**src/rtl/keypad_pkg.sv**
```systemverilog
// keypad_pkg: row-drive patterns, key codes, {row,col}->code map and paddle key positions.
package keypad_pkg;
    typedef enum logic {SETTLE, SAMPLE} scan_state_t;
    localparam int DB_CNT_W = 3;
    localparam logic [3:0] ROW0 = 4'b1110;
    localparam logic [3:0] ROW1 = 4'b1101;
    localparam logic [3:0] ROW2 = 4'b1011;
    localparam logic [3:0] ROW3 = 4'b0111;
    localparam logic [3:0] KEY_0 = 4'h0;
    localparam logic [3:0] KEY_1 = 4'h1;
    localparam logic [3:0] KEY_2 = 4'h2;
    localparam logic [3:0] KEY_3 = 4'h3;
    localparam logic [3:0] KEY_4 = 4'h4;
    localparam logic [3:0] KEY_5 = 4'h5;
    localparam logic [3:0] KEY_6 = 4'h6;
    localparam logic [3:0] KEY_7 = 4'h7;
    localparam logic [3:0] KEY_8 = 4'h8;
    localparam logic [3:0] KEY_9 = 4'h9;
    localparam logic [3:0] KEY_A = 4'hA;
    localparam logic [3:0] KEY_B = 4'hB;
    localparam logic [3:0] KEY_C = 4'hC;
    localparam logic [3:0] KEY_D = 4'hD;
    localparam logic [3:0] KEY_E = 4'hE;
    localparam logic [3:0] KEY_F = 4'hF;
    // Entry i = row*4+col occupies bits [4i+3:4i]; listed from entry 15 down to 0.
    localparam logic [63:0] KEY_MAP = {KEY_C, KEY_D, KEY_E, KEY_F,
                                       KEY_B, KEY_3, KEY_6, KEY_9,
                                       KEY_A, KEY_2, KEY_5, KEY_8,
                                       KEY_0, KEY_1, KEY_4, KEY_7};
    localparam int PAD_UP1   = 7;
    localparam int PAD_DOWN1 = 3;
    localparam int PAD_UP2   = 4;
    localparam int PAD_DOWN2 = 0;

    function automatic logic [3:0] key_code_of(input logic [3:0] idx);
        return KEY_MAP[{idx, 2'b00} +: 4];
    endfunction
endpackage

```
**src/rtl/kp_debounce.sv**
```systemverilog
// kp_debounce: one key's debounced state and disagreement counter, advanced only on its row's sample.
module kp_debounce
    import keypad_pkg::*;
#(
    parameter int DEBOUNCE_SCANS = 2
) (
    input  logic clk,
    input  logic rst,
    input  logic sample_en,
    input  logic pressed,
    output logic state,
    output logic rise,
    output logic fall
);
    localparam logic [DB_CNT_W-1:0] CNT_LAST = DB_CNT_W'(DEBOUNCE_SCANS - 1);

    logic [DB_CNT_W-1:0] cnt;
    logic                flip;

    assign flip = sample_en && (pressed != state) && (cnt == CNT_LAST);
    assign rise = flip & pressed;
    assign fall = flip & ~pressed;

    always_ff @(posedge clk or negedge rst) begin
        if (!rst) begin
            state <= 1'b0;
            cnt   <= '0;
        end else if (sample_en) begin
            state <= state ^ flip;
            cnt   <= (pressed == state || flip) ? '0 : cnt + 1'b1;
        end
    end
endmodule

```
**src/rtl/keypad_scan_sequencer.sv**
```systemverilog
// keypad_scan_sequencer: 4x4 keypad row scanner with per-key debounce, paddle levels
// and a single-key press event per sample.
module keypad_scan_sequencer
    import keypad_pkg::*;
#(
    parameter int SETTLE_CYCLES  = 2,
    parameter int DEBOUNCE_SCANS = 2
) (
    input  logic       clk,
    input  logic       rst,
    input  logic [3:0] kp_col,
    output logic [3:0] kp_row,
    output logic       up1,
    output logic       down1,
    output logic       up2,
    output logic       down2,
    output logic       key_valid,
    output logic [3:0] key_code
);
    localparam logic [3:0] SETTLE_LAST = 4'(SETTLE_CYCLES - 1);

    scan_state_t state, state_nx;
    logic [3:0]  cnt, cnt_nx, row_nx, code_nx;
    logic [3:0]  col_meta, col_sync;
    logic [1:0]  row_idx;
    logic [15:0] deb, rise, fall, deb_nx, press;

    always_comb begin
        row_idx  = (kp_row == ROW0) ? 2'd0 : (kp_row == ROW1) ? 2'd1 : (kp_row == ROW2) ? 2'd2 : 2'd3;
        row_nx   = kp_row;
        state_nx = state;
        cnt_nx   = cnt + 4'd1;
        if (state == SETTLE) begin
            if (cnt == SETTLE_LAST) begin
                state_nx = SAMPLE;
                cnt_nx   = '0;
            end
        end else begin
            state_nx = SETTLE;
            cnt_nx   = '0;
            // An illegal drive pattern falls back to ROW0 so the scan self-recovers.
            row_nx   = (kp_row == ROW0) ? ROW1 : (kp_row == ROW1) ? ROW2 : (kp_row == ROW2) ? ROW3 : ROW0;
        end
    end

    for (genvar g = 0; g < 16; g++) begin : g_key
        kp_debounce #(.DEBOUNCE_SCANS(DEBOUNCE_SCANS)) u_db (
            .clk      (clk),
            .rst      (rst),
            .sample_en(state == SAMPLE && row_idx == 2'(g / 4)),
            .pressed  (~col_sync[g % 4]),
            .state    (deb[g]),
            .rise     (rise[g]),
            .fall     (fall[g])
        );
    end

    // Descending scan leaves the lowest-index new press as the reported code.
    always_comb begin
        deb_nx  = (deb | rise) & ~fall;
        press   = deb_nx & ~deb;
        code_nx = key_code;
        for (int i = 15; i >= 0; i--)
            if (press[i]) code_nx = key_code_of(4'(i));
    end

    always_ff @(posedge clk or negedge rst) begin
        if (!rst) begin
            state     <= SETTLE;
            cnt       <= '0;
            kp_row    <= ROW0;
            col_meta  <= '1;
            col_sync  <= '1;
            up1       <= 1'b0;
            down1     <= 1'b0;
            up2       <= 1'b0;
            down2     <= 1'b0;
            key_valid <= 1'b0;
            key_code  <= 4'h0;
        end else begin
            state     <= state_nx;
            cnt       <= cnt_nx;
            kp_row    <= row_nx;
            col_meta  <= kp_col;
            col_sync  <= col_meta;
            up1       <= deb_nx[PAD_UP1] & ~deb_nx[PAD_DOWN1];
            down1     <= deb_nx[PAD_DOWN1] & ~deb_nx[PAD_UP1];
            up2       <= deb_nx[PAD_UP2] & ~deb_nx[PAD_DOWN2];
            down2     <= deb_nx[PAD_DOWN2] & ~deb_nx[PAD_UP2];
            key_valid <= |press;
            key_code  <= code_nx;
        end
    end
endmodule

```
**config.mk**
```make
export PLATFORM = sky130hd
export DESIGN_NAME = keypad_scan_sequencer
export DESIGN_NICKNAME = d
export VERILOG_FILES = /design/src/rtl/keypad_pkg.sv /design/src/rtl/kp_debounce.sv /design/src/rtl/keypad_scan_sequencer.sv
export SDC_FILE = /design/constraint.sdc
export NUM_CORES = 1
export LEC_CHECK = 0
export CORE_MARGIN = 3
export CORE_UTILIZATION = 25
export DETAILED_ROUTE_END_ITERATION = 7
export GPL_TIMING_DRIVEN = 1
export PLACE_DENSITY = 0.41
export SLEW_MARGIN = 20
export SYNTH_ARGS = -nofsm -noshare
export SYNTH_HDL_FRONTEND = slang
export SYNTH_SLANG_ARGS = --single-unit
```
**constraint.sdc**
```tcl
create_clock -name clk -period 2.12 [get_ports clk]
set_input_delay 0.53 -clock clk [delete_from_list [all_inputs] [get_ports clk]]
set_output_delay 0.53 -clock clk [all_outputs]
set_load 0.03 [all_outputs]
```
# Word level (Yosys, flattened, before mapping)
# Index checks and enable logic that the tools add are counted.
# op_classes
muxes	42
eq_ne	55
add_sub_neg	17
bitwise	65
n_reduce_logical	55
# op_table
operator	count
$mux 4	21
$add 3x1->3 const B	16
$eq 3x1->1 const B	16
$mux 3	16
$and 1x1->1	36
$logic_and 1x1->1	36
$and 16x16->16	2
$not 16->16	2
$eq 1x1->1	16
$logic_or 1x1->1	16
$ne 1x1->1	16
$or 16x16->16	1
$reduce_bool 16->1	1
$reduce_or 16->1	1
$xor 1x1->1	16
$eq 4x4->1 const B	3
$not 1->1	8
$add 4x1->4 const B	1
$eq 2x2->1 const B	2
$eq 4x1->1 const B	1
$mux 2	2
$mux 1	3
$eq 2x1->1 const B	1
$logic_not 2->1	1
# word_totals
word_cells	277
register_bits	90

# Logic depth before layout (Yosys ltp)
# Gate-level depths: netlist of run 1.
# logic_depth
depth_word	28
depth_mapped	8

# Cells and area by module
# From an unflattened synthesis of run 1, not the netlist that was laid out.
# hier_totals
hier_cells	518
hier_area_um2	5273.8
# modules_own_cells
module	seq_area_each_um2	area_each_um2	cells_each	n_inst
kp_debounce	100.1	247.7	24	16
keypad_scan_sequencer	664.4	1310.0	134	1

# Worst setup path after synthesis of run 1
# Ideal clock, no wire load.
# synth_timing
path_kind	register -> register
start	register kp_row[0]
end	register key_code[0]
stages_incl_launch_ff	8
setup_slack_ps	-30
t_arrival_ps	2022
path_buffers	1
required_time_ps	1992
setup_time_ps	128
cell_sequence	dfrtp_1 > buf_2 > nor2b_1 > and2_4 > a22o_1 > a211o_1 > and3b_2 > mux2_1
# synth_via
elab_chain_cells	27
word_cells_on_any_way	98
classes_between	eq/ne: 6; mux: 18; bitwise: 36; reduce/logical: 38
# synth_lines
element	line_no	source
start: declaration	keypad_scan_sequencer.sv:12	output logic [3:0] kp_row,
start signal: assignment	keypad_scan_sequencer.sv:83	kp_row <= row_nx;
$eq 4x4->1	keypad_scan_sequencer.sv:29	row_idx = (kp_row == ROW0) ? 2'd0 : (kp_row == ROW1) ? 2'd1 : (kp_row == ROW2) ? 2'd2 : 2'd3;
$mux 1	keypad_scan_sequencer.sv:29	
$mux 2	keypad_scan_sequencer.sv:29	
$mux 2 (*)	keypad_scan_sequencer.sv:29	
$eq 2x2->1	keypad_scan_sequencer.sv:50	.sample_en(state == SAMPLE && row_idx == 2'(g / 4)),
$logic_and 1x1->1	keypad_scan_sequencer.sv:50	
$logic_and 1x1->1 (2 in series)	kp_debounce.sv:20	assign flip = sample_en && (pressed != state) && (cnt == CNT_LAST);
$and 1x1->1 (on tied branches)	kp_debounce.sv:21, kp_debounce.sv:22	
$or 16x16->16 or $not 16->16 (tied branches)	keypad_scan_sequencer.sv:60	deb_nx = (deb | rise) & ~fall;
$and 16x16->16 (*)	keypad_scan_sequencer.sv:60	
$and 16x16->16 (*)	keypad_scan_sequencer.sv:61	press = deb_nx & ~deb;
$mux 4 (15 in series)	keypad_scan_sequencer.sv:64	if (press[i]) code_nx = key_code_of(4'(i));
end signal: assignment	keypad_scan_sequencer.sv:91	key_code <= code_nx;
end: declaration	keypad_scan_sequencer.sv:18	output logic [3:0] key_code
# Every way passes the cells marked *; elsewhere a longest branch is shown, timed or not.
# A chain may end at the register's enable or synchronous reset.

# Worst setup path in the final report of run 1
# layout_timing
start	register g_key[7].u_db.cnt[0]
end	register key_code[3]
# layout_via
elab_chain_cells	14
word_cells_on_any_way	17
classes_between	eq/ne: 1; mux: 8; bitwise: 6; reduce/logical: 2
# layout_lines
element	line_no	source
start: declaration	kp_debounce.sv:17	logic [DB_CNT_W-1:0] cnt;
start signal: assignment	kp_debounce.sv:30	cnt <= (pressed == state || flip) ? '0 : cnt + 1'b1;
$eq 3x1->1 (*)	kp_debounce.sv:20	
$logic_and 1x1->1 (*)	kp_debounce.sv:20	
$and 1x1->1 (on tied branches)	kp_debounce.sv:21, kp_debounce.sv:22	
$or 16x16->16 or $not 16->16 (tied branches)	keypad_scan_sequencer.sv:60	
$and 16x16->16 (*)	keypad_scan_sequencer.sv:60	
$and 16x16->16 (*)	keypad_scan_sequencer.sv:61	
$mux 4 (8 in series)	keypad_scan_sequencer.sv:64	
# Marks and branches as above.

==> summary.md, run 1 <==
| Metric | Value |
|---|---|
| Status | completed |
| Max_cap viols | 0 |
| Flop2flop setup slack | 0.07 ns |
| M1 WL | 4930 µm |
| DR DRC count | 0 |
| Die Span X | 142 µm |
| Finished Layout Cells | 759 |
| Share of layout cells above drive strength 1 | 0.253 |
| Clk pin slew, worst setup/hold paths | 0.07 ns |
| Die ar. | 0.0201 mm² |
| Design area | 0.00596 mm² |
| Largest net degree at the start of global routing | 41 |
| Mapped Nets | 491 |
| Global-route wire length before repair | 18100 µm |
| CTS tree | built |
| Endpoints failing setup | 0 |
| Vertical die dimension | 142 µm |
| All-Layer GR Usage | 0.113 |
| Area after DPL | 0.00541 mm² |
| Total CTS buffers | 9 |
| Metal2 WL | 5030 µm |
| Relative slew margins | 0.726 |
| Synth cell types | 51 |
| Placed cell count | 729 |
| P_leak | 2.64 nW |
| Worst setup endpoint | key_code[3] |
| GR Overflow Total | 0 |
| Initial antenna violation count | 0 |
| H-tree levels | 3 |
| WS Path Type | flop to flop |
| Peak supply drop | 0.377 mV |
| Synth warn | 0 |
| F_max | 488 MHz |
| Wire per inst | 13.8 µm |
| Layout Skew | 0.0101 ns |
| Top_reg_cell synth | dfrtp_1 |
| Fin. max-slew vios | 0 |
| Hold Fails Final Rpt | 0 |
| Max FO, Critical Path | 4 |
| Row cnt | 48 |
| Mapped Area | 0.00460 mm² |
| Initial DRC count | 162 |
| Data arrival, critical path | 2.28 ns |
| Worst Setup SP | g_key[7].u_db.cnt[0] |
| Routed Wire Length | 10500 µm |
| FF-to-FF End | key_code[3] |
| Via density | 4.62 |
| Async set-reset flop share out of synthesis | 1.00 |
| Core region area | 0.0177 mm² |
| Min Tclk post-route | 2.05 ns |
| Cts hold-fix bufs | 0 |
| Clock Sinks | 90 |
| Critical Path RT | 2.35 ns |
| Final #Nets | 569 |
| Fin util | 0.338 |
| Dpl ws | -0.0974 ns |
| P&R area growth vs syn | 29.5% |
| #FFs+latches synth | 90 |
| Top routing layer in use | met4 |
| Vias in the first global route | 3604 |
| Sequential fraction of the synthesis area | 0.492 |
| Register area | 0.00227 mm² |
| Class of the worst hold path | input pin to async pin |
| Vias | 3503 |
| Post-synth EDFFs | 0 |
| Crit share post-route | 0.967 |
| Tightest Pin Transition | 0.411 ns |
| Total iterations of the first detailed-routing run | 4 |
| PwrDens | 764 mW/mm² |
| Final HPWL DP | 7450 µm |
| Post-route setup slack | 0.0699 ns |
| Area of the multi-input gates | 0.00235 mm² |
| Gpl congestion | 0.745 |
| Total power | 4.55 mW |
| DR WL met3 | 372 µm |
| Post-route ant nets | 0 |
| Ant. Diodes | 0 |
| CP startpoint kind | flop |
| Avg Inst Size Synth | 10.2 µm² |
| Initial core utilization | 0.261 |
| Reg-to-reg startpoint | g_key[7].u_db.cnt[0] |
| Clock Root Buffer | clkbuf_16 |
| FILL cells | 1802 |
| Worst Reg-to-Reg Cells | 7 |
| Clock tree buffer depth | 2 |
| Worst Setup End Kind | flop |
| Port-buffer cells | 18 |
| I/O pin count | 19 |
| Synthesized instance count | 451 |
| Worst-skew pair later-pin latency | 0.34 ns |
## cells in the final DEF, fill, tap and decap left out, drive strengths merged, types with 10 or more instances in the layout
cell and count:
buf 67, clkbuf 15, clkdlybuf4s50 13, dfrtp 79
dfstp 11, ha 34, inv 27, nand2 34
nand2b 19, nor2 19, nor2b 10, nor3 21
o21ai 51, o22ai 13, o31ai 17, xor2 16
## stage by stage
stage          setup TNS [ns]  hold slack (ns)
2_1_floorplan               0            0.234
3_3_place_gp           -0.104            0.346
3_5_place_dp           -0.191            0.347
4_1_cts                     0           0.0788
5_1_grt               -0.0342           0.0867
6_report                    0           0.0789
## per-layer routing
layer / vias to the layer above / global-route usage
li1: 1754 / -
met5: - / 0
met2: 34 / 0.182
met4: 0 / 0.0409
met3: 9 / 0.0283
met1: 1706 / 0.149
## state kept, by name, summed over array words and instances, names as in the netlist, 4 cells and up
signal	cells
cnt	4
g_key.u_db.cnt	48
col_meta	4
kp_row	4
col_sync	4
g_key.u_db.state	16
key_code	4
## worst max-delay path, stage by stage (launching register included)
cell	delay, ns
dfrtp_1	0.41
ha_4	0.18
nor4b_4	0.13
o211ai_1	0.29
nand2_2	0.11
a2111oi_4	0.21
and3b_2	0.29
mux2_4	0.31
## repair_timing
action	CTS	global route
endpoints found under the setup margin	6	4
pin swaps	8	8
resized for setup	17	29
gates cloned	0	0
setup buffers	4	12
## layout make-up
| type | instances | area share |
|---|---|---|
| clock buffers | 15 | 0.0432 |
| clock inverters | 1 | 0.000839 |
| inverters | 27 | 0.0170 |
| multi-input cells | 317 | 0.394 |
| flip-flops and latches | 90 | 0.380 |
| well taps | 225 | 0.0472 |
| repair buffers | 84 | 0.118 |
## logic make-up after synthesis
logic type                 Yosys count  synth area share
AOI/OAI and AO/OA                  118             0.165
xor gates and xnor gates            18            0.0342
adders and majority gates           34            0.0924
buffers and inverters               44            0.0378
DFF                                 90             0.492
muxes                                4           0.00924
and+or+nand+nor                    143             0.169
## report_power, final
part / switching (mW) / total [mW] / internal [mW]
Clock: 0.652 / 1.48 / 0.828
Combinational: 0.480 / 0.940 / 0.461
Sequential: 0.192 / 2.13 / 1.94
## Yosys cell counts, types with 3 or more instances
cell	instances	area, µm²
buf_2	7	35.0
ha_1	34	425
a32o_1	5	50.1
a21o_1	4	30.0
or3b_2	7	61.3
a21oi_1	7	35.0
o22ai_1	13	81.3
clkbuf_1	9	33.8
xor2_1	16	140
dfstp_2	11	289
inv_1	27	101
nand3_1	6	30.0
a22o_1	5	43.8
nor2b_1	10	62.6
nor4_1	3	18.8
nand2b_1	19	119
nand2_1	34	128
nor2_1	19	71.3
o21ai_0	50	250
o211ai_1	3	22.5
nor4b_1	7	61.3
dfrtp_1	79	1980
nor3_1	21	105
o31ai_1	17	128
or3_1	4	25.0
## worst min path at each step
| stage | startpoint | to | slack, ns | cells after the start |
|---|---|---|---|---|
| final | rst | g_key[7].u_db.cnt[2] | 0.08 | 1 |
| after global routing | rst | g_key[5].u_db.state | 0.09 | 1 |
| after CTS | rst | g_key[4].u_db.cnt[1] | 0.08 | 1 |
| after detailed placement | col_meta[0] | col_sync[0] | 0.35 | 0 |
| after global placement | col_meta[0] | col_sync[0] | 0.35 | 0 |
| after floorplan | rst | cnt[0] | 0.23 | 0 |
No activity file was read; power rests on OpenSTA's default activity.
==> run 2, diff against run 1 <==
Settings changed: PLACE_DENSITY 0.41 to 0.4.
Clock period 2.12 ns to 1.9 ns, I/O delays scaled along.
==> summary.md, run 2 (synthesis gave the netlist of run 1 again) <==
| Metric | Value |
|---|---|
| Status | complete, but fails checks |
| Failing checks | setup timing |
| Most frequent cells in the layout | buf_4, dfrtp_1, o21ai_0, nand2_1, ha_1 |
| Share of layout cells above drive strength 1 | 0.316 (+0.0634) |
| Dpl ws | -0.350 ns (-0.252 ns) |
| I/O pin count | 19 (unchanged) |
| CP top delay family | simple AND/OR/NAND/NOR gates |
| Critical Path RT | 2.14 ns (-0.21 ns) |
| Slowest cell on crit path | dfrtp_1 |
| Largest net degree at the start of global routing | 33 (-20%) |
| GR Overflow Total | 0 (unchanged) |
| Layout Skew | 0.00520 ns (-0.00488 ns) |
| Post-route ant nets | 0 (unchanged) |
| Initial core utilization | 0.261 (unchanged) |
| Vias in the first global route | 3588 (-0.44%) |
| Die ar. | 0.0201 mm² (unchanged) |
| Data arrival, critical path | 2.34 ns (+0.06 ns) |
| Clock tree buffer depth | 2 (unchanged) |
| GR Util met1 | 0.149 (+0.000484) |
| Gpl congestion | 0.733 (-1.5%) |
| Initial DRC count | 145 (-10%) |
| F_max | 475 MHz (-2.7%) |
| Die Span X | 142 µm (unchanged) |
| Total CTS buffers | 9 (unchanged) |
| Total power | 5.47 mW (+20%) |
| Initial antenna violation count | 0 (unchanged) |
| Vias | 3618 (+3.3%) |
| Core region area | 0.0177 mm² (unchanged) |
| Clk pin slew, worst setup/hold paths | 0.06 ns (about the same) |
| Peak supply drop | 0.480 mV (+27%) |
| CP Buf/Inv Count | 0 (unchanged) |
| Commonest non-fill, non-tap cell in the layout | buf_4 |
| Fin. max-slew vios | 0 (unchanged) |
| Hold Fails Final Rpt | 0 (unchanged) |
| RSZ-0062 raised after global routing | yes |
| Routed Wire Length | 10900 µm (+4.0%) |
| Port-buffer cells | 18 (unchanged) |
| Met2 GRT Util | 0.182 (+0.000250) |
| Slowest cell delay on critical path | 0.41 ns (about the same) |
| Min Tclk post-route | 2.11 ns (+0.0558 ns) |
| DR DRC count | 0 (unchanged) |
| Post-route setup slack | -0.206 ns (-0.276 ns) |
| Clock Sinks | 90 (unchanged) |
| Met3 usage | 0.0270 (-0.00135) |
| Crit share post-route | 1.11 (+0.141) |
| PwrDens | 864 mW/mm² (+13%) |
| Worst path depth | 7 (unchanged) |
| Via density | 4.57 (-0.90%) |
| P&R area growth vs syn | 37.6% |
| Wire per inst | 13.8 µm (-0.18%) |
| Ant. Diodes | 0 (unchanged) |
| Total iterations of the first detailed-routing run | 4 (unchanged) |
| CP startpoint kind | flop |
| FILL cells | 1775 (-1.5%) |
| Tightest Pin Transition | 0.454 ns (+0.0434 ns) |
| Worst Setup End Kind | flop |
| Row cnt | 48 (unchanged) |
| CTS tree | built |
| All-Layer GR Usage | 0.114 (+0.000158) |
| Busiest grt layer | met2 |
| Max FFs per register | 48 (unchanged) |
| Top reg by flops | g_key.u_db.cnt |
| Vertical die dimension | 142 µm (unchanged) |
| WS Path Type | flop to flop |
| Worst-skew pair later-pin latency | 0.35 ns (about the same) |
| Worst Reg-to-Reg Cells | 7 (unchanged) |
| Class of the worst hold path | input pin to async pin |
| Global-route wire length before repair | 18000 µm (-0.38%) |
| Max FO, Critical Path | 3 (-1) |
| Max_cap viols | 0 (unchanged) |
| Crit path cell chain | ha_4 > nor4b_1 > o2111ai_1 > nand2_1 > a2111oi_4 > and3b_2 > mux2_4 |
| Clock Root Buffer | clkbuf_16 |
| Endpoints failing setup | 4 (+4) |
| Final #Nets | 601 (+5.6%) |
| Largest regs | g_key.u_db.cnt (48), g_key.u_db.state (16) |
| H-tree levels | 3 (unchanged) |
| Relative slew margins | 0.697 (-0.0289) |
| Flop2flop setup slack | -0.21 ns (-0.28 ns) |
| P_leak | 2.86 nW (+8.4%) |
| Final HPWL DP | 7760 µm (+4.2%) |
-- run 2: cell count changes in the layout (fill, tap and decap cells not counted), moves of 4 or more --
cell	change
buf_4	+30
o21ai_0	-8
clkdlybuf4s50_1	-4
o21ai_1	+4
or3b_2	-4
or3b_4	+4
-- run 2: stage by stage --
step	instances	setup TNS (ns)	instance area (µm²)	utilization	hold slack, ns
after detailed placement	759	-1.08	5660	0.321	0.347
after global placement	759	-0.829	5660	0.321	0.347
after CTS	780	-0.468	6110	0.346	0.0755
after global routing	791	-1.21	6330	0.359	0.0964
after floorplan	451	-0.382	4640	-	0.179
final	791	-0.618	6330	0.359	0.0663
-- run 2: path summary, 6_finish.rpt --
| path | start | endpoint |
|---|---|---|
| worst max-delay path | g_key[11].u_db.cnt[0] | key_code[3] |
| min in group clk | col_meta[0] | col_sync[0] |
| worst max register to register | g_key[11].u_db.cnt[0] | key_code[3] |
| worst min-delay path | rst | g_key[0].u_db.cnt[1] |
| max in group asynchronous | rst | col_meta[1] |
| worst min register to register | col_meta[0] | col_sync[0] |
-- run 2: worst reg2reg max path, cell delays in order, from the launching register on --
cell	delay (ns)
dfrtp_1	0.41
ha_4	0.17
nor4b_1	0.14
o2111ai_1	0.26
nand2_1	0.14
a2111oi_4	0.30
and3b_2	0.28
mux2_4	0.30
-- run 2: timing repair --
action / CTS / global route
hold buffers: 0 / 0
pin swaps: 9 / 12
gates resized for setup: 30 / 43
cloned: 0 / 2
endpoints found under the hold margin: 0 / 0
endpoints found under the setup margin: 12 / 27
setup buffers: 7 / 9
-- run 2: layer usage --
layer	vias up	wire length, µm
met3	11	268
li1	1826	-
met5	-	0
met4	0	182
met2	28	5220
met1	1753	5260
-- run 2: area by class of cell --
| class | instances | area, µm² | area share |
|---|---|---|---|
| multi-input combinational | 317 | 2420 | 0.382 |
| sequential | 90 | 2270 | 0.358 |
| timing repair buffer | 116 | 953 | 0.151 |
| inverter | 27 | 101 | 0.0160 |
| clock inverter | 5 | 78.8 | 0.0124 |
| clock buffer | 11 | 233 | 0.0367 |
| tap | 225 | 282 | 0.0444 |
-- run 2: where the power goes --
part	switching [mW]	internal, mW	leakage (nW)
clock	0.767	1.15	0.153
sequential	0.194	2.17	1.13
combinational	0.596	0.597	1.57
total	1.56	3.91	2.86
==> run 3, diff against run 2 <==
Settings changed: CORE_UTILIZATION 25 to 35, PLACE_DENSITY 0.4 to 0.51, SLEW_MARGIN 20 to default.
==> summary.md, run 3 (synthesis gave the netlist of run 1 again) <==
| Metric | Value |
|---|---|
| Status | complete, but fails checks |
| Failing checks | setup timing |
| Vias in the first global route | 3688 (+2.8%) |
| RSZ-0062 raised after global routing | yes |
| Top reg by flops | g_key.u_db.cnt |
| Via density | 4.86 (+6.3%) |
| Port-buffer cells | 18 (unchanged) |
| Post-route ant nets | 0 (unchanged) |
| PwrDens | 844 mW/mm² (-2.3%) |
| Row cnt | 41 (-15%) |
| Final HPWL DP | 7040 µm (-9.3%) |
| Class of the worst hold path | input pin to async pin |
| Wire per inst | 13.9 µm (+0.21%) |
| Max FFs per register | 48 (unchanged) |
| Data arrival, critical path | 2.29 ns (-0.05 ns) |
| Largest net degree at the start of global routing | 91 (+180%) |
| Die ar. | 0.0146 mm² (-27%) |
| P_leak | 2.87 nW (+0.36%) |
| FILL cells | 1226 (-31%) |
| TNS Setup | -0.701 ns (-0.0831 ns) |
| Core region area | 0.0127 mm² (-28%) |
| Peak supply drop | 0.386 mV (-20%) |
| H-tree levels | 3 (unchanged) |
| Most frequent cells in the layout | buf_4, dfrtp_1, o21ai_0, nand2_1, ha_1 |
| Fin util | 0.496 (+0.137) |
| Relative slew margins | 0.669 (-0.0280) |
| Total iterations of the first detailed-routing run | 4 (unchanged) |
| Max_cap viols | 0 (unchanged) |
| CP startpoint kind | flop |
| Worst-skew pair later-pin latency | 0.34 ns (about the same) |
| Max FO, Critical Path | 5 (+2) |
| Dpl ws | -0.317 ns (+0.0326 ns) |
| Clock Root Buffer | clkbuf_16 |
| CTS tree | built |
| Clock tree buffer depth | 2 (unchanged) |
| Crit share post-route | 1.09 (-0.0231) |
| Final #Nets | 600 (-0.17%) |
| Vertical die dimension | 121 µm (-15%) |
| Commonest non-fill, non-tap cell in the layout | buf_4 |
| Fin. max-slew vios | 0 (unchanged) |
| Routed Wire Length | 10200 µm (-6.6%) |
| Total CTS buffers | 9 (unchanged) |
| Die Span X | 121 µm (-15%) |
| Initial core utilization | 0.362 (+0.101) |
| WS Path Type | flop to flop |
| Clk pin slew, worst setup/hold paths | 0.06 ns (about the same) |
| Worst Setup End Kind | flop |
| Layout Skew | 0.00861 ns (+0.00341 ns) |
| Hold Fails Final Rpt | 0 (unchanged) |
| Tightest Pin Transition | 0.496 ns (+0.0420 ns) |
| Critical Path RT | 2.13 ns (about the same) |
| Endpoints failing setup | 13 (+9) |
| Clock Sinks | 90 (unchanged) |
| Area of the multi-input gates | 0.00249 mm² (+2.8%) |
| Gpl congestion | 0.789 (+7.6%) |
| Initial antenna violation count | 0 (unchanged) |
| Post-route setup slack | -0.162 ns (+0.0438 ns) |
| I/O pin count | 19 (unchanged) |
| Initial DRC count | 153 (+5.5%) |
| Global-route wire length before repair | 17700 µm (-1.7%) |
| P&R area growth vs syn | 37.0% |
| Register area | 0.00227 mm² (unchanged) |
| Cts hold-fix bufs | 0 (unchanged) |
| GR Overflow Total | 0 (unchanged) |
| Ant. Diodes | 0 (unchanged) |
| All-Layer GR Usage | 0.152 (+0.0385) |
| DR DRC count | 0 (unchanged) |
| Vias | 3582 (-1.0%) |
| Share of layout cells above drive strength 1 | 0.336 (+0.0200) |
| Largest regs | g_key.u_db.cnt (48), g_key.u_db.state (16) |
| Total power | 5.32 mW (-2.7%) |
| Min Tclk post-route | 2.06 ns (-0.0438 ns) |
| Hold WS | 0.166 ns (+0.100 ns) |
| F_max | 485 MHz (+2.1%) |
[run 3: cell types whose count changed in the layout (fill, tap and decap cells not counted), moves of 3 or more]
cell,change
o22ai_1,-3
o22ai_2,+3
clkbuf_8,+4
o21ai_0,-7
o21ai_1,+5
[run 3: through the flow]
stage,instances,cell area [µm²]
detailed placement,702,5550
CTS,729,6050
global placement,702,5550
global route,737,6310
finish,737,6310
floorplan,451,4640
[run 3: metal layers]
layer / wire, µm / GRT usage / vias up
met1: 4840 / 0.194 / 1717
met2: 4970 / 0.253 / 38
met3: 257 / 0.0388 / 9
li1: - / - / 1818
met5: 0 / 0 / -
met4: 145 / 0.0482 / 0
[run 3: worst paths after layout]
path                       slack (ns)  cells past startpoint        start              endpoint
max                             -0.16                      6    kp_row[1]           key_code[0]
min                              0.17                      2          rst  g_key[0].u_db.cnt[0]
max reg2reg                     -0.16                      6    kp_row[1]           key_code[0]
min reg2reg                      0.36                      0  col_meta[0]           col_sync[0]
max in group asynchronous        1.32                      2          rst             kp_row[2]
min in group clk                 0.36                      0  col_meta[0]           col_sync[0]
[run 3: what timing repair did]
action | in CTS | in global routing
cloned | 1 | 0
setup endpoints to repair | 24 | 35
resized for setup | 44 | 58
pin swaps | 7 | 8
setup buffers | 12 | 9
[run 3: critical path, stage by stage, from the launching register on]
cell	delay, ns
dfstp_2	0.61
nor2b_4	0.08
and2_4	0.16
a22o_1	0.22
a211o_1	0.29
and3b_2	0.29
mux2_4	0.30
[run 3: where the power goes]
part	switching, mW	total, mW	leakage (nW)	internal (mW)
clock network	0.718	1.74	0.149	1.03
logic	0.596	1.21	1.59	0.612
registers	0.202	2.37	1.13	2.17
[run 3: cell type report]
class	count	share of cell area
Sequential cell	90	0.359
Clock buffer	14	0.0450
Multi-Input combinational cell	317	0.395
Clock inverter	2	0.00159
Inverter	27	0.0161
Tap cell	172	0.0341
Timing Repair Buffer	115	0.149
